<file path="config.mk">
export PLATFORM = sky130hd
export DESIGN_NAME = rle_stream_encoder_flat
export DESIGN_NICKNAME = d
export VERILOG_FILES = /design/src/rtl/rle_stream_encoder_if.sv /design/src/rtl/rle_stream_encoder.sv /design/src/flat_wrapper.sv
export SDC_FILE = /design/constraint.sdc
export NUM_CORES = 1
export LEC_CHECK = 0
export CAP_MARGIN = 5
export CORE_ASPECT_RATIO = 0.8
export CORE_MARGIN = 4
export CORE_UTILIZATION = 45
export CTS_CLUSTER_SIZE = 8
export DETAILED_ROUTE_END_ITERATION = 10
export PLACE_DENSITY = 0.72
export RECOVER_POWER = 50
export SYNTH_ARGS = -nofsm -noshare
export SYNTH_HDL_FRONTEND = slang
export SYNTH_SLANG_ARGS = --single-unit
</file>
<file path="constraint.sdc">
create_clock -name clk -period 3.1 [get_ports clk]
set_clock_uncertainty 0.15 [all_clocks]
set_input_delay 0.775 -clock clk [delete_from_list [all_inputs] [get_ports clk]]
set_output_delay 0.775 -clock clk [all_outputs]
set_load 0.01 [all_outputs]
</file>
<file path="src/rtl/rle_stream_encoder_if.sv">
// Symbol-in / record-out handshake bundle for the run-length encoder.
// The slave modport is the encoder's view of the bundle; the master modport is the environment's view.
`timescale 1ns/1ps
interface rle_stream_encoder_if #(
  parameter int SYM_W = 8,
  parameter int CNT_W = 8
);
  logic             in_valid;
  logic             in_ready;
  logic [SYM_W-1:0] in_sym;
  logic             in_last;
  logic             out_valid;
  logic             out_ready;
  logic [SYM_W-1:0] out_sym;
  logic [CNT_W-1:0] out_cnt;
  logic             out_last;

  modport slave (
    input  in_valid, in_sym, in_last, out_ready,
    output in_ready, out_valid, out_sym, out_cnt, out_last
  );

  modport master (
    output in_valid, in_sym, in_last, out_ready,
    input  in_ready, out_valid, out_sym, out_cnt, out_last
  );
endinterface

</file>
<file path="src/rtl/rle_stream_encoder.sv">
// Run-length encoder: folds a symbol stream into (symbol, count) records through a
// single-entry output register, splitting runs that reach the maximum count.
`timescale 1ns/1ps
module rle_stream_encoder #(
  parameter int SYM_W  = 8,
  parameter int CNT_W  = 8,
  parameter int STAT_W = 32
) (
  input  logic                  clk,
  input  logic                  reset_n,
  rle_stream_encoder_if.slave   s,
  output logic                  busy,
  output logic [STAT_W-1:0]     sym_count,
  output logic [STAT_W-1:0]     rec_count
);

  typedef enum logic {ACCUM = 1'b0, FLUSH = 1'b1} state_e;

  localparam logic [CNT_W-1:0] MAX_RUN = '1;
  localparam logic [CNT_W-1:0] ONE     = CNT_W'(1);

  function automatic logic run_full(input logic [CNT_W-1:0] cnt);
    return cnt == MAX_RUN;
  endfunction

  state_e             state_q, state_d;
  logic [SYM_W-1:0]   cur_sym_q, cur_sym_d;
  logic [CNT_W-1:0]   cur_cnt_q, cur_cnt_d;
  logic               out_valid_q;
  logic [SYM_W-1:0]   out_sym_q;
  logic [CNT_W-1:0]   out_cnt_q;
  logic               out_last_q;
  logic [STAT_W-1:0]  sym_cnt_q, rec_cnt_q;

  logic               load;
  logic [SYM_W-1:0]   rec_sym_d;
  logic [CNT_W-1:0]   rec_cnt_d;
  logic               rec_last_d;

  logic slot_free, in_ready, beat, out_hs, held, extend;

  assign slot_free = !out_valid_q || s.out_ready;
  assign in_ready  = (state_q == ACCUM) && slot_free;
  assign beat      = s.in_valid && in_ready;
  assign out_hs    = out_valid_q && s.out_ready;
  assign held      = cur_cnt_q != '0;
  // A beat can only grow the held run if it matches and the count has headroom.
  assign extend    = held && (s.in_sym == cur_sym_q) && !run_full(cur_cnt_q);

  always_ff @(posedge clk or negedge reset_n) begin
    if (!reset_n) state_q <= ACCUM;
    else          state_q <= state_d;
  end

  always_comb begin
    state_d = state_q;
    unique case (state_q)
      ACCUM:   if (beat && s.in_last && held && !extend) state_d = FLUSH;
      FLUSH:   if (slot_free) state_d = ACCUM;
      default: state_d = ACCUM;
    endcase
  end

  always_comb begin
    cur_sym_d  = cur_sym_q;
    cur_cnt_d  = cur_cnt_q;
    load       = 1'b0;
    rec_sym_d  = cur_sym_q;
    rec_cnt_d  = cur_cnt_q;
    rec_last_d = 1'b0;
    unique case (state_q)
      ACCUM: begin
        if (beat) begin
          if (!s.in_last) begin
            if (!held) begin
              cur_sym_d = s.in_sym;
              cur_cnt_d = ONE;
            end else if (extend) begin
              cur_cnt_d = cur_cnt_q + ONE;
            end else begin
              load      = 1'b1;
              cur_sym_d = s.in_sym;
              cur_cnt_d = ONE;
            end
          end else begin
            load = 1'b1;
            if (!held) begin
              rec_sym_d  = s.in_sym;
              rec_cnt_d  = ONE;
              rec_last_d = 1'b1;
            end else if (extend) begin
              rec_cnt_d  = cur_cnt_q + ONE;
              rec_last_d = 1'b1;
              cur_cnt_d  = '0;
            end else begin
              // Closing record goes out now; the final symbol drains from FLUSH next cycle.
              cur_sym_d = s.in_sym;
              cur_cnt_d = ONE;
            end
          end
        end
      end
      FLUSH: begin
        if (slot_free) begin
          load       = 1'b1;
          rec_last_d = 1'b1;
          cur_cnt_d  = '0;
        end
      end
      default: ;
    endcase
  end

  always_ff @(posedge clk or negedge reset_n) begin
    if (!reset_n) begin
      cur_sym_q   <= '0;
      cur_cnt_q   <= '0;
      out_valid_q <= 1'b0;
      out_sym_q   <= '0;
      out_cnt_q   <= '0;
      out_last_q  <= 1'b0;
      sym_cnt_q   <= '0;
      rec_cnt_q   <= '0;
    end else begin
      cur_sym_q <= cur_sym_d;
      cur_cnt_q <= cur_cnt_d;
      if (load) begin
        out_valid_q <= 1'b1;
        out_sym_q   <= rec_sym_d;
        out_cnt_q   <= rec_cnt_d;
        out_last_q  <= rec_last_d;
      end else if (out_hs) begin
        out_valid_q <= 1'b0;
      end
      if (beat)   sym_cnt_q <= sym_cnt_q + STAT_W'(1);
      if (out_hs) rec_cnt_q <= rec_cnt_q + STAT_W'(1);
    end
  end

  assign s.in_ready  = in_ready;
  assign s.out_valid = out_valid_q;
  assign s.out_sym   = out_sym_q;
  assign s.out_cnt   = out_cnt_q;
  assign s.out_last  = out_last_q;
  assign busy        = held || out_valid_q || (state_q == FLUSH);
  assign sym_count   = sym_cnt_q;
  assign rec_count   = rec_cnt_q;

endmodule

</file>
<file path="src/flat_wrapper.sv">
// flat-port wrapper written by rule: the top's interface ports become plain ports
module rle_stream_encoder_flat 
#(
  parameter int SYM_W  = 8,
  parameter int CNT_W  = 8,
  parameter int STAT_W = 32
)
  (clk, reset_n, busy, sym_count, rec_count, s_in_valid, s_in_sym, s_in_last, s_out_ready, s_in_ready, s_out_valid, s_out_sym, s_out_cnt, s_out_last);
  rle_stream_encoder_if #(.SYM_W(SYM_W), .CNT_W(CNT_W)) s_i ();
  input  logic clk;
  input  logic reset_n;
  output logic busy;
  output logic [STAT_W-1:0] sym_count;
  output logic [STAT_W-1:0] rec_count;
  input wire logic [$bits(s_i.in_valid)-1:0] s_in_valid;
  input wire logic [$bits(s_i.in_sym)-1:0] s_in_sym;
  input wire logic [$bits(s_i.in_last)-1:0] s_in_last;
  input wire logic [$bits(s_i.out_ready)-1:0] s_out_ready;
  output wire logic [$bits(s_i.in_ready)-1:0] s_in_ready;
  output wire logic [$bits(s_i.out_valid)-1:0] s_out_valid;
  output wire logic [$bits(s_i.out_sym)-1:0] s_out_sym;
  output wire logic [$bits(s_i.out_cnt)-1:0] s_out_cnt;
  output wire logic [$bits(s_i.out_last)-1:0] s_out_last;
  assign s_i.in_valid = s_in_valid;
  assign s_i.in_sym = s_in_sym;
  assign s_i.in_last = s_in_last;
  assign s_i.out_ready = s_out_ready;
  assign s_in_ready = s_i.in_ready;
  assign s_out_valid = s_i.out_valid;
  assign s_out_sym = s_i.out_sym;
  assign s_out_cnt = s_i.out_cnt;
  assign s_out_last = s_i.out_last;
  rle_stream_encoder #(.SYM_W(SYM_W), .CNT_W(CNT_W), .STAT_W(STAT_W)) u_core (.clk(clk), .reset_n(reset_n), .s(s_i), .busy(busy), .sym_count(sym_count), .rec_count(rec_count));
endmodule
</file>
After elaboration in Yosys (flattened, before gate mapping)
Cells that the tools add are included.

Register bits after elaboration: 99. Bits of input ports: 13. Word-level logic and storage cells: 74.

Add/sub/neg operators: 3. Eq/ne operators: 6. Multiplexer cells: 37. Bitwise logic cells: 1. Reductions and logical operators: 18.

Operators by type and width (number): 2-to-1 mux 8 bit (19); adder 32 x 1 -> 32 bit, second input constant (2); case mux 8 bit (2 select lines) (1); 2-to-1 mux 1 bit (14); adder 8 x 1 -> 8 bit, second input constant (1); == test 8 bit (1); == test 8 bit, second input constant (1); logical AND 1 bit (8); nonzero test 8 bit (1); case mux 1 bit (2 select lines) (3); AND reduction 3 bit (2); inequality test 2 x 1 -> 1 bit, second input constant (2); zero test 1 bit (3); logical OR 1 bit (3); inequality test 3 x 2 -> 1 bit, second input constant (1); inequality test 2 bit, second input constant (1); nonzero test 2 bit (1); inverter 1 bit (1).

Logic depth before layout (Yosys ltp)
Gate-level depths: netlist (run 1).

Depth after elaboration: 9. Mapped depth: 10. Mapped depth without buffers: 7.

Least setup slack after synthesis (run 1)
OpenSTA, ideal clock, no wires.

Kind: input -> register. Start point: input s_out_ready. End point: register u_core.rec_cnt_q[31] (netlist: u_core.rec_count[31]). Library setup time: 0.125 ns. Arrival time: 2.306 ns. Slack: 0.519 ns. Cell stages on the path: 7. Path buffers: 2. Path through: nand2_2 -> or2_1 -> clkbuf_2 -> or4_4 -> buf_6 -> or4_4 -> xnor2_2.

Cells in the longest elaborated chain, start to end: 1.

Ends and longest elaborated chain: from (decl) (line flat_wrapper.sv:18) `input wire logic [$bits(s_i.out_ready)-1:0] s_out_ready;`; logical AND 1 bit (line rle_stream_encoder.sv:45) `assign out_hs = out_valid_q && s.out_ready;`; to (signal assigned) (line rle_stream_encoder.sv:136) `if (out_hs) rec_cnt_q <= rec_cnt_q + STAT_W'(1);`; to (decl) (line rle_stream_encoder.sv:33) `logic [STAT_W-1:0] sym_cnt_q, rec_cnt_q;`.

No other way between the ends. A chain may end at the register's enable or synchronous reset.

Worst setup path after layout (run 1)
Start point: input s_out_ready. End point: output s_in_ready.

Cells in the longest elaborated chain, start to end: 2.

Ends and longest elaborated chain: logical OR 1 bit (line rle_stream_encoder.sv:42) `assign slot_free = !out_valid_q || s.out_ready;`; logical AND 1 bit (line rle_stream_encoder.sv:43) `assign in_ready = (state_q == ACCUM) && slot_free;`; to (decl) (line flat_wrapper.sv:19) `output wire logic [$bits(s_i.in_ready)-1:0] s_in_ready;`.

No other way between the ends.

==> results of run 1 <==
[worst min-delay path: stages, from the launching register on]
cell	delay, ns
dfrtp_1	0.34
nand2_1	0.04
o21ai_0	0.06
[final cells by class]
type	instances	area [um2]	share of cell area, %
sequential	99	2480	40.1
clock buffer	9	225	3.64
timing repair buffer	113	1080	17.4
tap	140	175	2.83
inverter	7	26.3	0.425
clock inverter	7	63.8	1.03
multi-input combinational	325	2130	34.5
[flip-flops by register name (all words and copies together), names as in the netlist]
register / count
u_core.s.out_last: 1
u_core.state_q: 1
u_core.cur_cnt_q: 8
u_core.s.out_sym: 8
u_core.sym_count: 32
u_core.rec_count: 32
u_core.s.out_cnt: 8
u_core.s.out_valid: 1
u_core.cur_sym_q: 8
[per-layer routing]
layer	GRT usage [%]	share of wire, %	routed length, um	vias to the layer above
met3	5.29	7.6	801	10
met4	4.91	1.1	111	0
li1	-	-	-	1742
met2	30.7	49	5160	102
met1	23.0	42	4440	1775
met5	0	0	0	-
[report_power, final]
| group | internal (mW) | total [mW] | switching [mW] |
|---|---|---|---|
| logic | 0.536 | 1.01 | 0.475 |
| clock network | 0.556 | 1.06 | 0.506 |
| registers | 1.50 | 1.70 | 0.203 |
| total | 2.59 | 3.77 | 1.18 |
[stage by stage]
step / hold WS, ns / power [mW] / std cells / area (um2) / TNS, ns
after global routing: 0.355 / 4.02 / 700 / 6180 / 0
after CTS: 0.316 / 3.87 / 700 / 6200 / 0
after global placement: 0.307 / 2.75 / 684 / 5900 / 0
final: 0.331 / 3.77 / 700 / 6180 / 0
after detailed placement: 0.327 / 2.79 / 684 / 5900 / -0.0123
after floorplan: 0.329 / 2.23 / 441 / 4680 / 0
[final timing paths]
path | from | end | slack [ns] | cells past startpoint
worst max-delay path | s_out_ready | s_in_ready | 0.05 | 4
worst min-delay path | u_core.s.out_sym[2] | u_core.s.out_sym[2] | 0.33 | 2
worst max register to register | u_core.cur_cnt_q[0] | u_core.cur_sym_q[1] | 0.51 | 6
worst min register to register | u_core.s.out_sym[2] | u_core.s.out_sym[2] | 0.33 | 2
max in group asynchronous | reset_n | u_core.cur_cnt_q[4] | 1.38 | 2
min in group asynchronous | reset_n | u_core.sym_count[18] | 0.54 | 1
[cell usage in the layout, fill, tap and decap left out, drive strengths merged, types with 2 or more instances in the layout]
cell	count
or2	3
dlygate4sd3	25
clkdlybuf4s50	70
mux2i	9
xor2	24
a311oi	2
or3	3
nand4	15
a221o	2
dfrtp	99
clkbuf	15
nand2b	3
clkinv	5
inv	8
o21ai	22
nand2	60
a21o	7
xnor2	50
a21oi	7
nor2b	2
nor3	8
mux2	12
and2	2
nand3	24
nor3b	4
and4	6
buf	12
or4	2
nor2	28
and3	19
ha	5
[cells by family (layout without fill, tap and decap cells)]
group | Yosys count | count (layout) | synth area share, %
adders and majority gates | 5 | 5 | 1.34
DFF | 99 | 99 | 52.9
AOI/OAI and AO/OA | 44 | 44 | 5.72
muxes | 21 | 21 | 4.81
buffers and inverters | 17 | 136 | 1.68
xor gates and xnor gates | 74 | 74 | 14.0
and+or+nand+nor | 181 | 181 | 19.6
[timing repair]
action	in CTS	in global routing
endpoints found under the hold margin	0	0
setup endpoints to repair	1	1
gates resized for setup	1	1
setup buffers	0	0
==> summary.md, run 1 <==
| Metric | Value |
|---|---|
| Crit-path max FO | `4` |
| Minimum clock period | `approximately 3.0 ns` |
| Synth warn | `0` |
| Synth Flop Type | `dfrtp_1` |
| Layout cells sized above 1 | `9.46%` |
| Area of the core | `~10000 um2` |
| Die extent in x | `between 100 and 150 um` |
| Via Count | `between 3k and 4k` |
| Worst slew margin | `around 16%` |
| Clock buffer depth | `2` |
| WS Path Type | `input pin to output pin` |
| Routed len/inst | `around 15 um` |
| Number of synthesized flops with an enable pin | `0` |
| Final WS setup | `0.0521 ns` |
| Share of the synthesized area in the top cell type | `about 53%` |
| Pin count of the biggest net entering global routing | `53` |
| Critical Path, Cell by Cell | `clkdlybuf4s50_1 -> nor2b_1 -> nor2_1 -> clkdlybuf4s50_1` |
| Leak | `roughly 2.8 nW` |
| F_max | `approximately 330 MHz` |
| Unrepaired setup endpoints after global routing | `false` |
| Total grt overflow | `0` |
| Startpoint Class | `input pin` |
| Commonest cells in the netlist | `dfrtp_1, nand2_1, xnor2_1` |
| WL final | `between 10 and 15 mm` |
| Drt drc | `0` |
| CTS buffer count | `9` |
| Setup violators final | `0` |
| Power per cell area | `between 600 and 700 nW/um2` |
| WP data required | `2.17 ns` |
| CTS tree | `yes` |
| Status | `finished clean` |
| Number of port buffers | `96` |
| # hold bufs at CTS | `0` |
| Row Count | `33` |
| 1st-pass router iterations | `4` |
| Yosys top cell by area | `dfrtp_1` |
| Initial DRC count | `roughly 260` |
| Worst skew pair latency | `between 0.3 and 0.4 ns` |
| Peak supply drop | `0.000440 V` |
| Ant. Diodes | `0` |
| Post-synthesis cell count | `~440` |
| #FFs+latches synth | `99` |
| Nets | `approximately 570` |
| CTS sink count | `roughly 100` |
| Max cap viols | `0` |
| Layout area overhead | `32.0%` |
| # IOs | `a little under 100` |
| Routability cong. | `between 0.8 and 0.9` |
| Worst path slowest cell | `clkdlybuf4s50_1` |
| Dpl hpwl | `roughly 8 mm` |
| Post-synth net total | `about 460` |
| Final Hold Vio Count | `0` |
| First-pass GRT wire length | `between 15 and 20 mm` |
| Fill count | `between 800 and 900` |
| FFs w/ async S/R, synth | `100%` |
| Post-synthesis instance area | `between 4000 and 5000 um2` |
| Ranking of synthesized cells by area | `dfrtp_1, xnor2_1, nand2_1` |
| H-tree depth | `3` |
| Cell family with most CP delay | `buffers and inverters` |
| Worst Path Arrival | `between 2 and 2.5 ns` |
| CP Capture Type | `output pin` |
| CP bufs+invs | `2` |
| Reg clk slew, reported paths | `about 0.06 ns` |
| Most common cell in the netlist | `dfrtp_1` |
| Class of the tightest hold or removal check | `flip-flop to flip-flop` |
| Avg Cell Area, Syn | `approximately 11 um2` |
| Worst-Margin Slew | `around 1.3 ns` |
| Post-synthesis sequential area ratio | `between 50% and 60%` |
| Pre-CTS setup slack | `-0.0123 ns` |
| Die Area | `approximately 12000 um2` |
| Slew Viols, Final | `0` |
| Tcrit/Tclk final | `98.3%` |
| Via-to-Cell Ratio | `between 5 and 6` |
| Most Frequent Cell on Critical Path | `clkdlybuf4s50_1` |
| Vias in the first global route | `3657` |
| Post-route ant nets | `0` |
| Root buf cell | `clkbuf_16` |
| Layout Utilization | `approximately three fifths` |
| Overall Global Routing Usage | `between 10% and 20%` |
| Initial Utilization | `45.9%` |
| Vert. Die Dim | `99.2 um` |
| Initial antenna violation count | `0` |
| Yosys cell types | `42` |
| Largest incremental delay on the critical path | `between 0.5 and 0.6 ns` |
Note: power is estimated with default switching activity, not from simulation.
==> run 2, diff against run 1 <==
--- a/config.mk
+++ b/config.mk
@@ -5,10 +5,12 @@
 export SDC_FILE = /design/constraint.sdc
 export NUM_CORES = 1
 export LEC_CHECK = 0
+export ABC_CLOCK_PERIOD_IN_PS = 3100
 export CAP_MARGIN = 5
 export CORE_ASPECT_RATIO = 0.8
 export CORE_MARGIN = 4
 export CORE_UTILIZATION = 45
+export CTS_CLUSTER_DIAMETER = 80
 export CTS_CLUSTER_SIZE = 8
 export DETAILED_ROUTE_END_ITERATION = 10
 export PLACE_DENSITY = 0.72
==> results of run 2 <==
Same layout as run 1: the final DEF is identical, and so are final timing and power.
